<file path="config.mk">
export PLATFORM = sky130hd
export DESIGN_NAME = vga_fb_scheduler
export DESIGN_NICKNAME = d
export VERILOG_FILES = /design/src/rtl/vga_fb_pkg.sv /design/src/rtl/fb_addr_calc.sv /design/src/rtl/vga_fb_scheduler.sv
export SDC_FILE = /design/constraint.sdc
export NUM_CORES = 1
export LEC_CHECK = 0
export CORE_ASPECT_RATIO = 0.6
export CORE_UTILIZATION = 45
export DETAILED_ROUTE_END_ITERATION = 7
export PLACE_DENSITY_LB_ADDON = 0.05
export SLEW_MARGIN = 20
export SYNTH_ARGS = -nofsm -noshare
export SYNTH_HDL_FRONTEND = slang
export SYNTH_HIERARCHICAL = 1
export SYNTH_SLANG_ARGS = --single-unit
export TNS_END_PERCENT = 10
</file>
<file path="constraint.sdc">
create_clock -name clk_pix -period 5.2 [get_ports clk_pix]
set_input_delay 0.52 -clock clk_pix [delete_from_list [all_inputs] [get_ports clk_pix]]
set_output_delay 0.52 -clock clk_pix [all_outputs]
set_load 0.02 [all_outputs]
</file>
<file path="src/rtl/vga_fb_pkg.sv">
// Shared constants and FSM state type for the 160x120 framebuffer port scheduler.
package vga_fb_pkg;

   localparam int FB_W      = 160;
   localparam int FB_H      = 120;
   localparam int FB_ADDR_W = 15;
   localparam int FB_SIZE   = 19200;
   localparam int SCALE     = 4;

   localparam int H_TOTAL   = 800;
   localparam int V_TOTAL   = 525;
   localparam int H_VISIBLE = 640;
   localparam int V_VISIBLE = 480;

   // Line prefetch slot lands pix_reg exactly at x wrap; last group slot targets column FB_W-1.
   localparam int LINE_FETCH_X = H_TOTAL - 3;
   localparam int LAST_GRP_X   = (H_VISIBLE / SCALE - 2) * SCALE + 1;

   typedef enum logic {
      ST_IDLE  = 1'b0,
      ST_CLEAR = 1'b1
   } sched_state_e;

endpackage

</file>
<file path="src/rtl/fb_addr_calc.sv">
// Row/column to linear framebuffer address (row*160 + col) using shifts only.
module fb_addr_calc
   import vga_fb_pkg::*;
(
   input  logic [6:0]           row_i,
   input  logic [7:0]           col_i,
   output logic [FB_ADDR_W-1:0] addr_o
);

   assign addr_o = {1'b0, row_i, 7'b0} + {3'b0, row_i, 5'b0} + {7'b0, col_i};

endmodule

</file>
<file path="src/rtl/vga_fb_scheduler.sv">
// Single-port framebuffer RAM arbiter: scanout prefetch first, then clear engine, then writer.
//   state    | meaning
//   ST_IDLE  | writer may use port-free cycles
//   ST_CLEAR | fill engine owns port-free cycles, writer stalled
module vga_fb_scheduler
   import vga_fb_pkg::*;
#(
   parameter int PIX_W = 8
) (
   input  logic                 clk_pix,
   input  logic                 rst,
   input  logic [9:0]           x,
   input  logic [9:0]           y,
   input  logic                 displayArea,
   input  logic                 wr_valid,
   output logic                 wr_ready,
   input  logic [7:0]           wr_x,
   input  logic [6:0]           wr_y,
   input  logic [PIX_W-1:0]     wr_data,
   output logic                 wr_oob,
   input  logic                 clear_start,
   input  logic [PIX_W-1:0]     clear_color,
   output logic                 clear_busy,
   output logic [FB_ADDR_W-1:0] mem_addr,
   output logic                 mem_we,
   output logic [PIX_W-1:0]     mem_wdata,
   input  logic [PIX_W-1:0]     mem_rdata,
   output logic [PIX_W-1:0]     pix
);

   sched_state_e         state_q, state_d;
   logic [9:0]           next_line;
   logic                 fetch_line, fetch_grp, fetch_decision;
   logic [6:0]           calc_row;
   logic [7:0]           calc_col;
   logic [FB_ADDR_W-1:0] calc_addr;
   logic                 wr_fire, wr_in_range;
   logic                 clr_issue, clr_last;
   logic [FB_ADDR_W-1:0] clr_cnt_q, clr_cnt_d;
   logic [PIX_W-1:0]     clr_color_q, clr_color_d;
   logic [1:0]           pend_q, pend_d;
   logic [PIX_W-1:0]     pix_reg_q, pix_reg_d;
   logic [FB_ADDR_W-1:0] mem_addr_q, mem_addr_d;
   logic                 mem_we_q, mem_we_d;
   logic [PIX_W-1:0]     mem_wdata_q, mem_wdata_d;
   logic                 wr_oob_q, wr_oob_d;

   assign next_line      = (y == 10'(V_TOTAL - 1)) ? 10'd0 : y + 10'd1;
   assign fetch_line     = (x == 10'(LINE_FETCH_X)) && (next_line < 10'(V_VISIBLE));
   assign fetch_grp      = (x[1:0] == 2'd1) && (x <= 10'(LAST_GRP_X)) && (y < 10'(V_VISIBLE));
   assign fetch_decision = fetch_line || fetch_grp;

   // Fetch and writer never need the mapper in the same cycle, so one instance serves both.
   assign calc_row = fetch_decision ? (fetch_line ? next_line[8:2] : y[8:2]) : wr_y;
   assign calc_col = fetch_decision ? (fetch_line ? 8'd0 : x[9:2] + 8'd1) : wr_x;

   fb_addr_calc u_addr_calc (
      .row_i  (calc_row),
      .col_i  (calc_col),
      .addr_o (calc_addr)
   );

   assign wr_in_range = (wr_x < 8'(FB_W)) && (wr_y < 7'(FB_H));
   assign wr_fire     = wr_valid && wr_ready;
   assign clr_issue   = (state_q == ST_CLEAR) && !fetch_decision;
   assign clr_last    = (clr_cnt_q == FB_ADDR_W'(FB_SIZE - 1));

   always_ff @(posedge clk_pix) begin
      if (rst) begin
         state_q <= ST_IDLE;
      end else begin
         state_q <= state_d;
      end
   end

   always_comb begin
      state_d = state_q;
      case (state_q)
         ST_IDLE:  if (clear_start) state_d = ST_CLEAR;
         ST_CLEAR: if (clr_issue && clr_last) state_d = ST_IDLE;
         default:  state_d = ST_IDLE;
      endcase
   end

   always_comb begin
      wr_ready   = 1'b0;
      clear_busy = 1'b0;
      case (state_q)
         ST_IDLE:  wr_ready = !rst && !clear_start && !fetch_decision;
         ST_CLEAR: clear_busy = 1'b1;
         default:  wr_ready = 1'b0;
      endcase
   end

   always_comb begin
      mem_addr_d  = mem_addr_q;
      mem_we_d    = 1'b0;
      mem_wdata_d = mem_wdata_q;
      wr_oob_d    = 1'b0;
      clr_cnt_d   = clr_cnt_q;
      clr_color_d = clr_color_q;
      if (fetch_decision) begin
         mem_addr_d = calc_addr;
      end else if (clr_issue) begin
         mem_addr_d  = clr_cnt_q;
         mem_we_d    = 1'b1;
         mem_wdata_d = clr_color_q;
         clr_cnt_d   = clr_cnt_q + FB_ADDR_W'(1);
      end else if (wr_fire) begin
         if (wr_in_range) begin
            mem_addr_d  = calc_addr;
            mem_we_d    = 1'b1;
            mem_wdata_d = wr_data;
         end else begin
            wr_oob_d = 1'b1;
         end
      end
      if ((state_q == ST_IDLE) && clear_start) begin
         clr_cnt_d   = '0;
         clr_color_d = clear_color;
      end
   end

   // pend_q[1] marks the cycle in which mem_rdata belongs to a fetch.
   assign pend_d    = {pend_q[0], fetch_decision};
   assign pix_reg_d = pend_q[1] ? mem_rdata : pix_reg_q;

   always_ff @(posedge clk_pix) begin
      if (rst) begin
         mem_addr_q  <= '0;
         mem_we_q    <= 1'b0;
         mem_wdata_q <= '0;
         wr_oob_q    <= 1'b0;
         clr_cnt_q   <= '0;
         clr_color_q <= '0;
         pend_q      <= '0;
         pix_reg_q   <= '0;
      end else begin
         mem_addr_q  <= mem_addr_d;
         mem_we_q    <= mem_we_d;
         mem_wdata_q <= mem_wdata_d;
         wr_oob_q    <= wr_oob_d;
         clr_cnt_q   <= clr_cnt_d;
         clr_color_q <= clr_color_d;
         pend_q      <= pend_d;
         pix_reg_q   <= pix_reg_d;
      end
   end

   assign mem_addr  = mem_addr_q;
   assign mem_we    = mem_we_q;
   assign mem_wdata = mem_wdata_q;
   assign wr_oob    = wr_oob_q;
   assign pix       = displayArea ? pix_reg_q : '0;

endmodule

</file>
---- Word level (Yosys, flattened, before mapping) ----
Index checks and enable logic that the tools add are counted.
storage, ports and cells
  latch bits .............................. 0
  input port bits ......................... 64
  register bits ........................... 59
  RAM bits ................................ 0
  memories kept ........................... 0
  ROM bits ................................ 0
  word-level logic and storage cells ...... 72
  output and inout port bits .............. 35
operators by class
  add/subtract/negate cells ............... 5
  bitwise logic cells ..................... 3
  shifts and indexed selects .............. 0
  multiply operators ...................... 0
  reductions and logical operators ........ 24
  equality and inequality tests ........... 4
  $lt $le $gt $ge ......................... 5
  mux-type cells .......................... 22
  div/mod/pow operators ................... 0
operators with widths
  cell                                                  count
  2-to-1 mux 15 bit                                     4
  2-to-1 mux 8 bit                                      6
  == test 10 bit (second input constant)                2
  < comparator 10 x 9 -> 1 bit (second input constant)  2
  adder 14 x 12 -> 15 bit                               1
  adder 15 x 1 -> 15 bit (second input constant)        1
  adder 15 x 8 -> 15 bit                                1
  == test 15 bit (second input constant)                1
  2-to-1 mux 7 bit                                      2
  adder 10 x 1 -> 10 bit (second input constant)        1
  <= comparator 10 bit (second input constant)          1
  logical AND 1 bit                                     10
  2-to-1 mux 10 bit                                     1
  adder 8 x 1 -> 8 bit (second input constant)          1
  < comparator 8 bit (second input constant)            1
  2-to-1 mux 1 bit                                      8
  < comparator 7 bit (second input constant)            1
  nonzero test 3 bit                                    2
  AND reduction 2 bit                                   2
  nonzero test 2 bit                                    2
  OR reduction 2 bit                                    2
  OR reduction 4 bit                                    1
  logical NOT 1 bit                                     3
  inverter 1 bit                                        3
  other kinds (4)                                       4

---- Longest topological paths before layout ----
Gate-level depths: netlist of the first run.
  word-level depth ........................ 12
  depth in mapped cells ................... 18

---- Cells and area by module ----
The synthesis of the first run kept the hierarchy.
by module, submodules not included
  module            area an instance (um^2)  cells an instance  instances
  vga_fb_scheduler  3368.2                   407                1
  fb_addr_calc      419.2                    49                 1

---- Least setup slack after synthesis of the first run ----
No wires, ideal clock.
  path kind ............................... input port to flip-flop
  start point ............................. input port x[0]
  end point ............................... register mem_addr_q[12], in the netlist mem_addr[12]
  path slack .............................. 0.872 ns
  arrival time ............................ 4.242 ns
  stages .................................. 17
  path through ............................ or2b_2 -> or4_4 -> a211oi_4 -> and3_2 -> clkbuf_1 -> a22oi_1 -> o22ai_1 -> inv_1 -> fa_1 -> inv_1 -> fa_1 -> a21o_2 -> nand3_1 -> a31oi_1 -> a21oi_1 -> nand2_1 -> a221oi_2
between the ends
  word-level cells in the longest chain between the ends .. 11
  elaborated cells on any way between the ends .. 25
ends and longest elaborated chain
  item                                                            RTL line                 source
  start, declared                                                 vga_fb_scheduler.sv:12   input logic [9:0] x,
  <= comparator 10 bit or == test 2 x 1 -> 1 bit (tied branches)  vga_fb_scheduler.sv:50   assign fetch_grp = (x[1:0] == 2'd1) && (x <= 10'(LAST_GRP_X)) && (y < 10'(V_VISIBLE));
  logical AND 1 bit (2 in a row)                                  vga_fb_scheduler.sv:50
  logical OR 1 bit                                                vga_fb_scheduler.sv:51   assign fetch_decision = fetch_line || fetch_grp;
  2-to-1 mux 7 bit (*)                                            vga_fb_scheduler.sv:54   assign calc_row = fetch_decision ? (fetch_line ? next_line[8:2] : y[8:2]) : wr_y;
  named net calc_row[0]                                           vga_fb_scheduler.sv:34   logic [6:0] calc_row;
  adder 14 x 12 -> 15 bit (*)                                     fb_addr_calc.sv:10       assign addr_o = {1'b0, row_i, 7'b0} + {3'b0, row_i, 5'b0} + {7'b0, col_i};
  adder 15 x 8 -> 15 bit (*)                                      fb_addr_calc.sv:10
  named net calc_addr[12]                                         vga_fb_scheduler.sv:36   logic [FB_ADDR_W-1:0] calc_addr;
  2-to-1 mux 15 bit                                               vga_fb_scheduler.sv:110  if (wr_in_range) begin
  2-to-1 mux 15 bit                                               vga_fb_scheduler.sv:109  end else if (wr_fire) begin
  2-to-1 mux 15 bit                                               vga_fb_scheduler.sv:104  end else if (clr_issue) begin
  2-to-1 mux 15 bit (*)                                           vga_fb_scheduler.sv:102  if (fetch_decision) begin
  end signal, assigned                                            vga_fb_scheduler.sv:139  mem_addr_q <= mem_addr_d;
  end, declared                                                   vga_fb_scheduler.sv:43   logic [FB_ADDR_W-1:0] mem_addr_q, mem_addr_d;
Mark *: on every way through the listed nets, which the timed path passes. The rest lies on a longest branch. The select of a mux whose other input is x is not followed.
A chain may end at the register's enable or synchronous reset.

---- Worst setup path in the final report of the first run ----
  start point ............................. input port x[2]
  end point ............................... register mem_addr_q[12], in the netlist mem_addr[12]
between the ends
  word-level cells in the longest chain between the ends .. 11
  elaborated cells on any way between the ends .. 25
ends and longest elaborated chain
  item                            RTL line
  <= comparator 10 bit            vga_fb_scheduler.sv:50
  logical AND 1 bit (2 in a row)  vga_fb_scheduler.sv:50
  logical OR 1 bit                vga_fb_scheduler.sv:51
  2-to-1 mux 7 bit (*)            vga_fb_scheduler.sv:54
  named net calc_row[2]           vga_fb_scheduler.sv:34
  adder 14 x 12 -> 15 bit (*)     fb_addr_calc.sv:10
  adder 15 x 8 -> 15 bit (*)      fb_addr_calc.sv:10
  named net calc_addr[12]         vga_fb_scheduler.sv:36
  2-to-1 mux 15 bit               vga_fb_scheduler.sv:110
  2-to-1 mux 15 bit               vga_fb_scheduler.sv:109
  2-to-1 mux 15 bit               vga_fb_scheduler.sv:104
  2-to-1 mux 15 bit (*)           vga_fb_scheduler.sv:102
Marked as above.

==> results of run 1 <==
## state kept, by name, indices dropped and copies added (netlist names)
signal	cells
clr_cnt_q	15
clr_color_q	8
mem_addr	15
mem_wdata	8
mem_we	1
pend_q	2
pix_reg_q	8
state_q	1
wr_oob	1
## through the flow
stage          worst slack [ns]  total power (uW)  utilization  hold WS (ns)  cell area [um2]
2_1_floorplan             0.872               712            -         0.414             3790
3_3_place_gp              0.316               840        0.600         0.424             4800
3_5_place_dp              0.222               844        0.600         0.427             4800
4_1_cts                   0.546              1390        0.634         0.439             5070
5_1_grt                   0.205              1440        0.634         0.464             5070
6_report                  0.472              1370        0.634         0.433             5070
## critical path, stage by stage
cell,delay [ns]
clkdlybuf4s50_1,0.52
ha_1,0.23
nand2_1,0.12
or4_4,0.57
a211o_1,0.26
nor2_1,0.27
a21oi_1,0.12
o22ai_1,0.30
inv_1,0.10
fa_1,0.52
inv_1,0.07
fa_1,0.47
a21o_2,0.22
nand3_1,0.11
a31oi_1,0.11
a21oi_1,0.14
nand2_1,0.07
a221oi_2,0.23
## report_power, final
group	leakage [uW]	switching [uW]	internal [uW]
Combinational	0.00130	182	160
Clock	0.000137	189	346
Sequential	0.000482	17.5	478
## cell type report
class / instances / area share
Clock buffer: 14 / 0.0520
Clock inverter: 2 / 0.00197
Inverter: 28 / 0.0207
Multi-Input combinational cell: 340 / 0.454
Sequential cell: 59 / 0.233
Tap cell: 108 / 0.0266
Timing Repair Buffer: 111 / 0.212
## cells in the mapped netlist (all sizes together), types with 2 or more instances
library cell / n
dfxtp: 59
nand2: 57
nor2: 53
a21oi: 44
inv: 28
clkbuf: 16
ha: 16
o21ai: 16
a221oi: 15
buf: 13
nand3: 12
a2111oi: 9
or4: 9
and2: 8
mux2i: 8
o31ai: 7
xnor2: 7
xor2: 7
or3: 6
and3: 5
nand4: 5
o22ai: 5
a211oi: 4
o21a: 4
a21o: 3
a31oi: 3
nor3: 3
nor4: 3
o211ai: 3
a22oi: 2
a32oi: 2
fa: 2
nor2b: 2
o211a: 2
or2: 2
## worst max-delay path by stage
| stage | start | to | slack (ns) | cells after the start |
|---|---|---|---|---|
| final | x[2] | mem_addr[12] | 0.47 | 18 |
| after floorplan | x[0] | mem_addr[12] | 0.87 | 17 |
| after CTS | x[2] | mem_addr[12] | 0.55 | 18 |
| after global placement | x[2] | mem_addr[12] | 0.32 | 18 |
| after global routing | x[2] | mem_addr[12] | 0.20 | 18 |
| after detailed placement | x[2] | mem_addr[12] | 0.22 | 18 |
## cell families (layout without fill, tap and decap cells)
logic type      after synthesis  in the layout  synth area share
xor+xnor                     14             14            0.0324
simple gates                172            172             0.222
fa+ha+maj                    18             18            0.0634
mux                           8              8            0.0211
compound gates              128            128             0.270
buf+inv                      57            155            0.0793
flops                        59             59             0.312
## per-layer routing
metal  track usage  part of all wire  up-vias
met5             0                 0        -
met1         0.369              0.52     1725
li1              -                 -     1838
met4        0.0398            0.0067        0
met3        0.0844             0.078        8
met2         0.351              0.39      139
==> impl_results.md, run 1 <==
* RSZ-0062 raised after global routing: no
* Commonest non-fill, non-tap cell in the layout: clkdlybuf4s50_1
* R2R Setup Slk at between 2 and 3 ns
* Total GRT Usage at 0.250
* Worst min path class: reg2reg
* Crit end category: register
* CP arrival at slightly below 5 ns
* EDFF count, synth at 0
* Multi-input gate area at 2310 um2
* First-pass GRT wire length at approximately 17 mm
* Outcome: finished clean
* Setup TNS at 0 ns
* Drt total wl at 10.4 mm
* Fin nets at 631
* Synth Net Count at 538
* Max cap viols at 0
* Die Height at 73.1 um
* Critical path peak fanout at 5
* Number of remaining DRC errors at 0
* Cell Rows at 25
* # fillers at roughly 720
* Layout cells sized above 1 at 0.117
* DIE WIDTH at 120 um
* Netlist cell types at 67
* Pwr dens at 271 nW/um2
* CTS HTree Levels at 3
* Cell accounting for the most synthesized area: dfxtp_1
* Area grow syn2layout at 34.0%
* Required time worst endpoint at 5.44 ns
* Mapped Avg Cell Area at approximately 8.3 um2
* Worst-path clk slew at 0.05 ns
* Synth warn at 6
* Register-to-Register Path Depth at 4
* Final worst path period need at ~4.7 ns
* Non-filler cells, final at 662
* RePlAce Congestion at roughly 0.90
* Clock sink count at a little under 60
* Syn Std Cell Area at roughly 3800 um2
* Endpoints failing setup at 0
* RR Endpoint: mem_wdata[0]
* Fin crit share at 0.909
* Hold_sp: pend_q[0]
* Routed vias/inst at 5.60
* Initial Utilization at 0.473
* Register area at 1180 um2
* Reg2reg start: state_q
* WHS Path Cells at 1
* TritonCTS buffer count at 9
* Placed cell count at roughly 650
* Slew HR at 0.375
* Final Max Tran Viols at 0
* Startpoint types: primary input
* CTS tree: yes
* Root Driver: clkbuf_16
* Seq/Total Area, Yosys at 0.312
* Largest net degree at the start of global routing at 47
* Hold Buf Count CTS at 0
* 1st-iter DRT viols at 235
* Port bufs at 98
* Yosys top cell area share at 0.312
* Setup CP Type: in2reg
* Final hold violation count at 0
* Skew final at 0.00550 ns
* # IOs at 99
* Fmax at 212 MHz
* Core area at around 8000 um2
* Antenna violations before repair at 0
* Post-CTS setup buffers at 0
* Peak supply drop at 0.193 mV
* Post-CTS Resized at 0
* CTS Buffer Depth at 2
* Pre-antenna DRT Iters at 4
* Routed vias at 3,710
* Mapped Cells at 456
* Asr flop ratio synth at 0
* Min-Delay Endpoint: pend_q[1]
* Die Area at 8800 um2
* Most used DFF post-synth: dfxtp_1
* HPWL Detailed at 8.09 mm
* Most frequent cells in the layout: clkdlybuf4s50_1 (97), dfxtp_1 (59), nand2_1 (57), nor2_1 (51), a21oi_1 (43)
* WL/cell at 15.7 um
* Leakage power at 0.00192 uW
* Synth area leaders: dfxtp_1 (31%), a21oi_1 (5.7%), nand2_1 (5.6%), ha_1 (5.3%), nor2_1 (5.1%)
* Seq cells post-synth at between 50 and 60
* Slew @ Worst Pin at a little over 0.9 ns
* Total gr overflow at 0
* Vias in the first global route at 3,399
* Clock insertion delay at the later pin of the skew report at approximately 0.32 ns
* Routed Antenna Nets at 0
* Diode count at 0
Note: power is estimated with default switching activity, not from simulation.
==> run 2: changes to the inputs <==
==> constraint.sdc (replaced) <==
create_clock -name clk_pix -period 5.2 [get_ports clk_pix]
set_input_delay 0.78 -clock clk_pix [delete_from_list [all_inputs] [get_ports clk_pix]]
set_output_delay 0.78 -clock clk_pix [all_outputs]
set_load 0.02 [all_outputs]
==> run 2 against run 1 <==
Sequential share of layout area is 0.46 points lower. Critical endpoint is now mem_addr[10]. Fmax is 3.0% lower. Sequential power about the same. Critical path type unchanged. Setup slack worse by 0.15 ns. First-iteration DRC count grew 13%. Highest routed layer unchanged. Utilization increased by 1.3 points. Total power increased by 13%.
==> impl_results.md, run 2 (synthesis results as in run 1) <==
* Die Area at 8800 um2
* Routed Antenna Nets at 0
* DIE WIDTH at 120 um
* Startpoint types: primary input
* Die Height at 73.1 um
* RSZ-0062 raised after global routing: no
* Placement Cell Area at 4820 um2
* TritonCTS buffer count at 9
* HPWL Detailed at 7.92 mm
* Outcome: finished clean
* Total GRT Usage at 0.245
* Fmax at 205 MHz
* Clock sink count at 59
* WL/cell at 15.7 um
* Critical path peak fanout at 6
* Final hold violation count at 0
* Root Driver: clkbuf_16
* Vias in the first global route at 3,331
* Worst path max stage delay at 0.58 ns
* Drt total wl at approximately 10 mm
* CP arrival at ~5.1 ns
* Clock insertion delay at the later pin of the skew report at 0.33 ns
* Cell Rows at 25
* Final worst path period need at 4.87 ns
* CTS tree: yes
* Routed vias at 3,734
* Commonest non-fill, non-tap cell in the layout: clkdlybuf4s50_1
* Endpoints failing setup at 0
* Initial Utilization at 0.473
* Diode count at 0
* CTS Buffer Depth at 2
* Final design area excluding fillers at a little over 5000 um2
* Port bufs at 98
* Hold_sp: pend_q[0]
* Routed vias/inst at 5.62
* Required time worst endpoint at 5.44 ns
* # fillers at 680
* Worst-path clk slew at 0.05 ns
* Crit end category: register
* Peak supply drop at 0.175 mV
* Post-CTS Resized at 0
* Fin crit share at 0.937
* Skew final at about 0.0024 ns
* Register area at 1180 um2
* Multi-input gate area at 2310 um2
* Number of remaining DRC errors at 0
* CTS HTree Levels at 3
* Antenna violations before repair at 0
* Setup CP Type: in2reg
* Total gr overflow at 0
* Pwr dens at 299 nW/um2
* # IOs at 99
* Worst setup startpoint: x[2]
* Final Max Tran Viols at 0
* RePlAce Congestion at 0.897
* Hold Buf Count CTS at 0
* Fin nets at about 630
* Area grow syn2layout at 36.7%
* Slew @ Worst Pin at around 1 ns
* CP max-delay cell: or4_4
* Pre-antenna DRT Iters at 5
* Post-CTS setup buffers at 0
* Max cap viols at 0
* Leakage power at 0.00197 uW
* Layout cells sized above 1 at 0.126
* Largest net degree at the start of global routing at 47
* Critical path cell sequence: clkdlybuf4s50_1 > ha_1 > nand2_1 > or4_4 > a211oi_4 > and3_2 > a32oi_1 > o22ai_1 > inv_1 > fa_1 > inv_1 > fa_1 > a21o_2 > a21oi_1 > xnor2_1 > nand2_1 > a221oi_2
* Slew HR at 0.333
* Reg2reg start: state_q
* First-pass GRT wire length at 16.6 mm
* Most frequent cells in the layout: clkdlybuf4s50_1 (97), dfxtp_1 (59), nand2_1 (57), nor2_1 (51), a21oi_1 (43)
* Worst min path class: reg2reg
* 1st-iter DRT viols at ~270
* Core area at 8010 um2
* Setup TNS at 0 ns
## run 2: cell types whose count changed in the layout (fill, tap and decap cells not counted), sizes merged
cell and change:
clkbuf -2, clkinv -1, bufinv +3, buf +2
## run 2: report_power, final
part	total (uW)	switching, uW	leakage (uW)	internal [uW]
clock	709	203	0.000179	506
combinational	344	183	0.00131	161
sequential	496	17.6	0.000482	478
## run 2: worst paths after layout
kind / depth (start not counted) / slack, ns / end
setup / recovery: 17 / 0.33 / mem_addr[10]
hold / removal: 1 / 0.43 / pend_q[1]
setup reg to reg: 4 / 2.59 / mem_addr[3]
hold reg to reg: 1 / 0.43 / pend_q[1]
## run 2: layout make-up
type                    count  area share
repair buffers            113       0.210
flip-flops and latches     59       0.228
clock inverters             4      0.0184
inverters                  28      0.0203
clock buffers              12      0.0515
multi-input cells         340       0.445
well taps                 108      0.0261
## run 2: through the flow
stage	setup slack, ns	utilization	power (uW)	hold WS, ns	std cells
after floorplan	0.612	-	712	0.414	456
after CTS	0.333	0.647	1560	0.436	664
after detailed placement	0.0261	0.601	843	0.427	648
final	0.327	0.647	1550	0.434	664
after global routing	0.0525	0.647	1610	0.441	664
after global placement	0.198	0.601	840	0.428	648
## run 2: critical path, delay by kind of cell
family,cells,cell delay [ns]
and+or+nand+nor,4,1.08
adders and majority gates,3,1.19
xor gates and xnor gates,1,0.16
AOI/OAI and AO/OA,6,1.21
buffers and inverters,3,0.69
## run 2: routing by layer
layer / up-vias / track usage / routed length, um
li1: 1835 / - / -
met1: 1741 / 0.362 / 5360
met2: 143 / 0.345 / 4150
met3: 15 / 0.0742 / 836
met4: 0 / 0.0549 / 93
met5: - / 0 / 0
